--- src/rtl/ksa_pkg.sv ---
// Shared definitions for the key-search slice: default key-space limits and
// the dispatcher state encoding.
package ksa_pkg;

   localparam int          DEFAULT_KEY_WIDTH = 24;
   localparam logic [23:0] DEFAULT_MAX_KEY   = 24'h3FFFFF;

   typedef enum logic [2:0] {
      ST_IDLE,
      ST_RUN,
      ST_DRAIN,
      ST_FOUND,
      ST_EXHAUSTED
   } disp_state_e;

endpackage

--- src/rtl/first_one_finder.sv ---
// Lowest-set-bit encoder. It reports the index of the least significant request
// bit and whether any bit was set.
module first_one_finder #(
   parameter  int WIDTH = 4,
   localparam int IDXW  = (WIDTH > 1) ? $clog2(WIDTH) : 1
) (
   input  logic [WIDTH-1:0] req_i,
   output logic [IDXW-1:0]  idx_o,
   output logic             any_o
);

   // Scan from the top down so that the last hit written is the lowest index.
   always_comb begin
      idx_o = '0;
      any_o = 1'b0;
      for (int i = WIDTH - 1; i >= 0; i--) begin
         if (req_i[i]) begin
            idx_o = IDXW'(i);
            any_o = 1'b1;
         end
      end
   end

endmodule

--- src/rtl/key_dispatcher.sv ---
// Hands out consecutive secret keys to a pool of KSA/decrypt cores, collects
// their done/valid results, and stops on the first valid key or at MAX_KEY.
module key_dispatcher
   import ksa_pkg::*;
#(
   parameter int                   NUM_CORES = 4,
   parameter int                   KEY_WIDTH = DEFAULT_KEY_WIDTH,
   parameter logic [KEY_WIDTH-1:0] MAX_KEY   = KEY_WIDTH'(DEFAULT_MAX_KEY)
) (
   input  logic                           clk,
   input  logic                           rst,
   input  logic                           start,
   output logic [NUM_CORES*KEY_WIDTH-1:0] core_key,
   output logic [NUM_CORES-1:0]           core_start,
   input  logic [NUM_CORES-1:0]           core_done,
   input  logic [NUM_CORES-1:0]           core_valid,
   output logic [NUM_CORES-1:0]           core_ack,
   output logic                           busy,
   output logic                           found,
   output logic                           exhausted,
   output logic [KEY_WIDTH-1:0]           found_key,
   output logic [KEY_WIDTH-1:0]           keys_tried
);

   localparam int IDXW = (NUM_CORES > 1) ? $clog2(NUM_CORES) : 1;
   localparam int NKW  = KEY_WIDTH + 1;

   // The extra top bit lets next_key step past an all-ones MAX_KEY without wrapping.
   localparam logic [NKW-1:0] LAST_KEY = {1'b0, MAX_KEY};

   disp_state_e state_q;
   disp_state_e state_d;

   logic [NKW-1:0]       nextKey_q;
   logic [NKW-1:0]       nextKey_d;
   logic [NUM_CORES-1:0] busyMask_q;
   logic [NUM_CORES-1:0] busyMask_d;
   logic [NUM_CORES-1:0] ack_q;
   logic [NUM_CORES-1:0] ack_d;
   logic [NUM_CORES-1:0] coreStart_q;
   logic [NUM_CORES-1:0] coreStart_d;
   logic [KEY_WIDTH-1:0] coreKey_q [NUM_CORES];
   logic [KEY_WIDTH-1:0] coreKey_d [NUM_CORES];
   logic [KEY_WIDTH-1:0] foundKey_q;
   logic [KEY_WIDTH-1:0] foundKey_d;
   logic [KEY_WIDTH-1:0] keysTried_q;
   logic [KEY_WIDTH-1:0] keysTried_d;

   logic [NUM_CORES-1:0] doneSeen;
   logic [NUM_CORES-1:0] validHit;
   logic [NUM_CORES-1:0] idleMask;
   logic [IDXW-1:0]      idleIdx;
   logic [IDXW-1:0]      validIdx;
   logic                 idleAny;
   logic                 validAny;
   logic                 keysLeft;
   logic                 startAccept;
   logic                 active;

   // Clearing the busy bit together with the ack means a done still held
   // during the ack cycle is not counted twice.
   assign doneSeen    = busyMask_q & core_done;
   assign validHit    = doneSeen & core_valid;
   assign idleMask    = ~busyMask_q & ~ack_q;
   assign keysLeft    = (nextKey_q <= LAST_KEY);
   assign startAccept = start && (state_q inside {ST_IDLE, ST_FOUND, ST_EXHAUSTED});
   assign active      = (state_q == ST_RUN) || (state_q == ST_DRAIN);

   first_one_finder #(
      .WIDTH (NUM_CORES)
   ) u_idleSel (
      .req_i (idleMask),
      .idx_o (idleIdx),
      .any_o (idleAny)
   );

   first_one_finder #(
      .WIDTH (NUM_CORES)
   ) u_validSel (
      .req_i (validHit),
      .idx_o (validIdx),
      .any_o (validAny)
   );

   always_ff @(posedge clk or posedge rst) begin
      if (rst) begin
         state_q <= ST_IDLE;
      end else begin
         state_q <= state_d;
      end
   end

   always_comb begin
      state_d = state_q;
      case (state_q)
         ST_IDLE, ST_FOUND, ST_EXHAUSTED: begin
            if (start) begin
               state_d = ST_RUN;
            end
         end
         ST_RUN: begin
            if (validAny) begin
               state_d = ST_DRAIN;
            end else if (!keysLeft && (busyMask_q == '0)) begin
               state_d = ST_EXHAUSTED;
            end
         end
         ST_DRAIN: begin
            if (busyMask_q == '0) begin
               state_d = ST_FOUND;
            end
         end
         default: begin
            state_d = ST_IDLE;
         end
      endcase
   end

   always_comb begin
      busy      = (state_q == ST_RUN) || (state_q == ST_DRAIN);
      found     = (state_q == ST_FOUND);
      exhausted = (state_q == ST_EXHAUSTED);
   end

   // The dispatch is suppressed in the cycle a winner is seen, so no new key
   // goes out once the search is known to be over.
   always_comb begin
      nextKey_d   = nextKey_q;
      busyMask_d  = busyMask_q;
      ack_d       = '0;
      coreStart_d = '0;
      coreKey_d   = coreKey_q;
      foundKey_d  = foundKey_q;
      keysTried_d = keysTried_q;

      if (startAccept) begin
         nextKey_d   = '0;
         keysTried_d = '0;
         foundKey_d  = '0;
      end

      if (active) begin
         ack_d      = doneSeen;
         busyMask_d = busyMask_q & ~doneSeen;
         for (int i = 0; i < NUM_CORES; i++) begin
            if (doneSeen[i]) begin
               keysTried_d = keysTried_d + KEY_WIDTH'(1);
            end
         end
      end

      if ((state_q == ST_RUN) && validAny) begin
         foundKey_d = coreKey_q[validIdx];
      end

      if ((state_q == ST_RUN) && !validAny && keysLeft && idleAny) begin
         coreStart_d[idleIdx] = 1'b1;
         coreKey_d[idleIdx]   = nextKey_q[KEY_WIDTH-1:0];
         busyMask_d[idleIdx]  = 1'b1;
         nextKey_d            = nextKey_q + NKW'(1);
      end
   end

   always_ff @(posedge clk or posedge rst) begin
      if (rst) begin
         nextKey_q   <= '0;
         busyMask_q  <= '0;
         ack_q       <= '0;
         coreStart_q <= '0;
         foundKey_q  <= '0;
         keysTried_q <= '0;
         for (int i = 0; i < NUM_CORES; i++) begin
            coreKey_q[i] <= '0;
         end
      end else begin
         nextKey_q   <= nextKey_d;
         busyMask_q  <= busyMask_d;
         ack_q       <= ack_d;
         coreStart_q <= coreStart_d;
         foundKey_q  <= foundKey_d;
         keysTried_q <= keysTried_d;
         for (int i = 0; i < NUM_CORES; i++) begin
            coreKey_q[i] <= coreKey_d[i];
         end
      end
   end

   for (genvar g = 0; g < NUM_CORES; g++) begin : g_keyOut
      assign core_key[g*KEY_WIDTH +: KEY_WIDTH] = coreKey_q[g];
   end

   assign core_start = coreStart_q;
   assign core_ack   = ack_q;
   assign found_key  = foundKey_q;
   assign keys_tried = keysTried_q;

endmodule

--- config.mk ---
export PLATFORM = sky130hd
export DESIGN_NAME = key_dispatcher
export DESIGN_NICKNAME = d
export VERILOG_FILES = /design/src/rtl/ksa_pkg.sv /design/src/rtl/first_one_finder.sv /design/src/rtl/key_dispatcher.sv
export SDC_FILE = /design/constraint.sdc
export NUM_CORES = 1
export LEC_CHECK = 0
export CORE_ASPECT_RATIO = 0.8
export CORE_MARGIN = 8
export CORE_UTILIZATION = 30
export DETAILED_ROUTE_END_ITERATION = 10
export DONT_BUFFER_PORTS = 1
export SETUP_SLACK_MARGIN = 0.5
export SYNTH_ARGS = -nofsm -noshare
export SYNTH_HDL_FRONTEND = slang
export SYNTH_SLANG_ARGS = --single-unit
--- constraint.sdc ---
create_clock -name clk -period 9.3 [get_ports clk]
set_input_delay 2.325 -clock clk [delete_from_list [all_inputs] [get_ports clk]]
set_output_delay 2.325 -clock clk [all_outputs]
set_load 0.1 [all_outputs]
==> summary.md <==
| Metric | Value |
|---|---|
| Result of the run | `completed` |
| Portion of netlist area occupied by mux cells | `0.0938` |
| Number of warnings reported in the yosys synthesis log | `0` |
| Fraction of registers with async set or reset after synthesis | `1.00` |
| Cells along the critical path | `nor3b_1 -> nor2_4 -> nand2_1 -> inv_1 -> ha_1 -> inv_1 -> or3_1 -> o221ai_2 -> nand4_1 -> xnor2_1 -> nand3_2 -> or4b_1 -> a21o_1 -> a21oi_2 -> and4_1 -> nor4b_2 -> xor2_1 -> o21ai_1` |
| Max clock buf depth | `2` |
| Count of placed standard cells in the final layout, fillers left out | `1739` |
| Unrepaired setup endpoints after global routing | `no` |
| Die area | `around 44000 um^2` |
| Total vias in the final route | `slightly below 10000` |
| Basic-gate share of the synthesized area counting and, or, nand and nor cells | `0.264` |
| Layout cells sized above 1 | `0.172` |
| HPWL after DPL | `27000 um` |
| Startpoint type of the worst setup path | `primary input` |
| Number of gates resized after cts | `0` |
| Post-layout minimum cycle time | `7.17 ns` |
| Global-route wire length before repair | `58400 um` |
| Placer congestion estimate | `0.945` |
| Core Region | `between 30000 and 40000 um^2` |
| Endpoint kind of the worst setup timing path | `flip-flop` |
| Number of hold buffers added after CTS | `0` |
| Adder and majority cell fraction of the synthesized area | `0.00549` |
| Power density over the cells | `around 240 nW/um^2` |
| Initial standard-cell utilization of the core | `0.301` |
| Nets | `around 1200` |
| Final slew viol count | `0` |
| Cell occurring most often along the worst timing path | `sky130_fd_sc_hd__inv_1` |
| Number of I/O pins | `approximately 170` |
| Clk_lat worst skew | `0.45 ns` |
| Critical path required time | `a little under 10 ns` |
| Total instance count after detailed placement | `1707` |
| Setup TNS | `0 ns` |
| WL final | `~38000 um` |
| Number of hold-slack violations in the final timing report | `0` |
| Setup-violating endpoint count in the final report | `0` |
| Number of flops mapped to enable cells by yosys | `0` |
| Die W | `234 um` |
| Worst path slowest cell | `sky130_fd_sc_hd__or4b_1` |
| Highest Clock Rate | `~140 MHz` |
| Overall power consumption | `0.00296 W` |
| Max capacitance violation total | `0` |
| Synth Cell Area | `11400 um^2` |
| Synthesized instance count | `1257` |
| Path type of the worst min-delay path | `reg2reg` |
| Arrival time at the worst endpoint | `7.51 ns` |
| Ratio of final minimum period to clock period | `0.771` |
| Clk pin slew, worst setup/hold paths | `approximately 0.080 ns` |
| Synthesis-to-layout area growth | `10.4%` |
| Category of the critical setup timing path | `in2reg` |
| Most frequent cells in the layout | `211 x sky130_fd_sc_hd__nand2_1, 184 x sky130_fd_sc_hd__dfrtp_1, 110 x sky130_fd_sc_hd__o21ai_0` |
| Post-route ant nets | `0` |
| Synthesized net count | `around 1300` |
| Via density per instance | `around 5.6` |
| Largest fanout on the critical path | `16` |
| Total Routing Usage GR | `0.171` |
| Number of design-rule violations left by the first detailed-router iteration | `roughly 1000` |
| TritonCTS clock tree | `yes` |
| Pin count of the biggest net entering global routing | `111` |
| Number of iterations in the first detailed-routing pass | `5` |
| Proportion of synthesized chip area in sequential cells | `0.404` |
| Maximum VDD drop | `roughly 0.23 mV` |
| Sinks on Clock Net | `~180` |
| Die Span Y | `approximately 190 um` |
| Area of all sequential standard cells | `4600 um^2` |
| Setup clock skew after layout | `0.0125 ns` |
| Dominant combinational cell family by area after synthesis | `simple AND/OR/NAND/NOR gates` |
| Worst slew margin | `0.171` |
| Static Leakage | `5.18 nW` |
| Slew @ Worst Pin | `roughly 1.2 ns` |
| XOR/XNOR share of the synthesized area | `0.0599` |
| Number of synthesized register bits | `184` |
| Initial antenna violation count | `0` |
| Setup Buffers After CTS | `0` |
| Std-Cell Rows | `64` |
| Remaining design rule violation count | `0` |
| Netlist cell types | `95` |
| Overflow after GRT | `0` |
| Root Buffer | `sky130_fd_sc_hd__clkbuf_16` |
| Leading cell type in the layout, fill and taps excluded | `sky130_fd_sc_hd__nand2_1` |
| Routed length per placed instance | `around 22 um` |
| Synth Area per Inst | `between 9 and 10 um^2` |
| Filler cells | `3876` |
| Via count of the first global-routing pass | `~9200` |
| Most instantiated flip-flop cell in the synthesis netlist | `sky130_fd_sc_hd__dfrtp_1` |
| Count of input and output buffers | `0` |
| Stage delay of the slowest cell on the critical path | `0.58 ns` |
| Number of buffers created by CTS | `17` |
| Diode count | `0` |
| Area of the multi-input gates | `between 6000 and 7000 um^2` |
| CTS H-tree depth | `4` |
| Synthesized-area fraction occupied by ao, oa, aoi and oai cells | `0.139` |
power breakdown:
part / total (W) / switching [W] / internal [W]
logic: 0.000857 / 0.000634 / 0.000222
clock network: 0.000755 / 0.000345 / 0.000410
registers: 0.00134 / 0.000480 / 0.000864
total: 0.00296 / 0.00146 / 0.00150
metal layers:
layer	wire length (um)	global-route usage	up-vias
met1	17700	0.240	4835
met3	3120	0.0523	51
met5	0	0	-
met4	1020	0.0583	0
met2	16200	0.247	362
li1	-	-	4458
kinds of logic (layout without fill, tap and decap cells):
| group | count (synthesis) | count (layout) |
|---|---|---|
| adders and majority gates | 5 | 5 |
| buffers and inverters | 89 | 76 |
| AOI/OAI and AO/OA | 236 | 236 |
| xor gates and xnor gates | 77 | 77 |
| DFF | 184 | 184 |
| and+or+nand+nor | 571 | 571 |
| muxes | 95 | 95 |
Yosys cell counts (17+ instances only):
cell	count	area [um^2]
sky130_fd_sc_hd__xnor2_1	48	420
sky130_fd_sc_hd__nor2_1	61	229
sky130_fd_sc_hd__clkbuf_1	50	188
sky130_fd_sc_hd__xor2_1	28	245
sky130_fd_sc_hd__nor4_1	17	106
sky130_fd_sc_hd__mux2_2	91	1020
sky130_fd_sc_hd__and3_1	26	163
sky130_fd_sc_hd__o21ai_0	110	551
sky130_fd_sc_hd__nand4_1	26	163
sky130_fd_sc_hd__dfrtp_1	184	4600
sky130_fd_sc_hd__nand2_1	211	792
sky130_fd_sc_hd__nand3_1	99	495
sky130_fd_sc_hd__a21oi_1	24	120
critical path: cells and delay by family:
family          cells  cell delay [ns]
xor+xnor            2             0.64
fa+ha+maj           1             0.54
buf+inv             2             0.38
compound gates      4             0.86
simple gates        9             2.74
final cells by class:
cell class,instances,area share
Clock buffer,18,0.0349
Clock inverter,14,0.0128
Inverter,12,0.00418
Multi-Input combinational cell,984,0.514
Sequential cell,184,0.366
Tap cell,495,0.0493
Timing Repair Buffer,32,0.0191
metrics by stage:
step,hold WS (ns),cell area [um^2],utilization,setup slack (ns)
2_1_floorplan,0.450,11400,-,1.97
6_report,0.509,12600,0.333,2.13
5_1_grt,0.533,12600,0.333,1.67
3_5_place_dp,0.486,12000,0.317,1.71
4_1_cts,0.508,12600,0.333,2.20
3_3_place_gp,0.485,12000,0.317,1.94
sequential cells by signal (all words and copies together), names as in the netlist:
register    flops
busyMask_q      4
core_ack        4
core_key       96
core_start      4
found_key      24
keys_tried     24
nextKey_q      25
state_q         3
final timing paths:
| kind | startpoint | end | slack [ns] | cells after the start |
|---|---|---|---|---|
| setup / recovery | start | keys_tried[22] | 2.13 | 18 |
| hold / removal | nextKey_q[22] | nextKey_q[22] | 0.51 | 2 |
| setup reg to reg | state_q[1] | keys_tried[22] | 3.33 | 18 |
| hold reg to reg | nextKey_q[22] | nextKey_q[22] | 0.51 | 2 |
| max in group asynchronous | rst | found_key[6] | 5.95 | 2 |
| min in group asynchronous | rst | core_key[41] | 1.86 | 1 |
No activity file was read; power rests on OpenSTA's default activity.
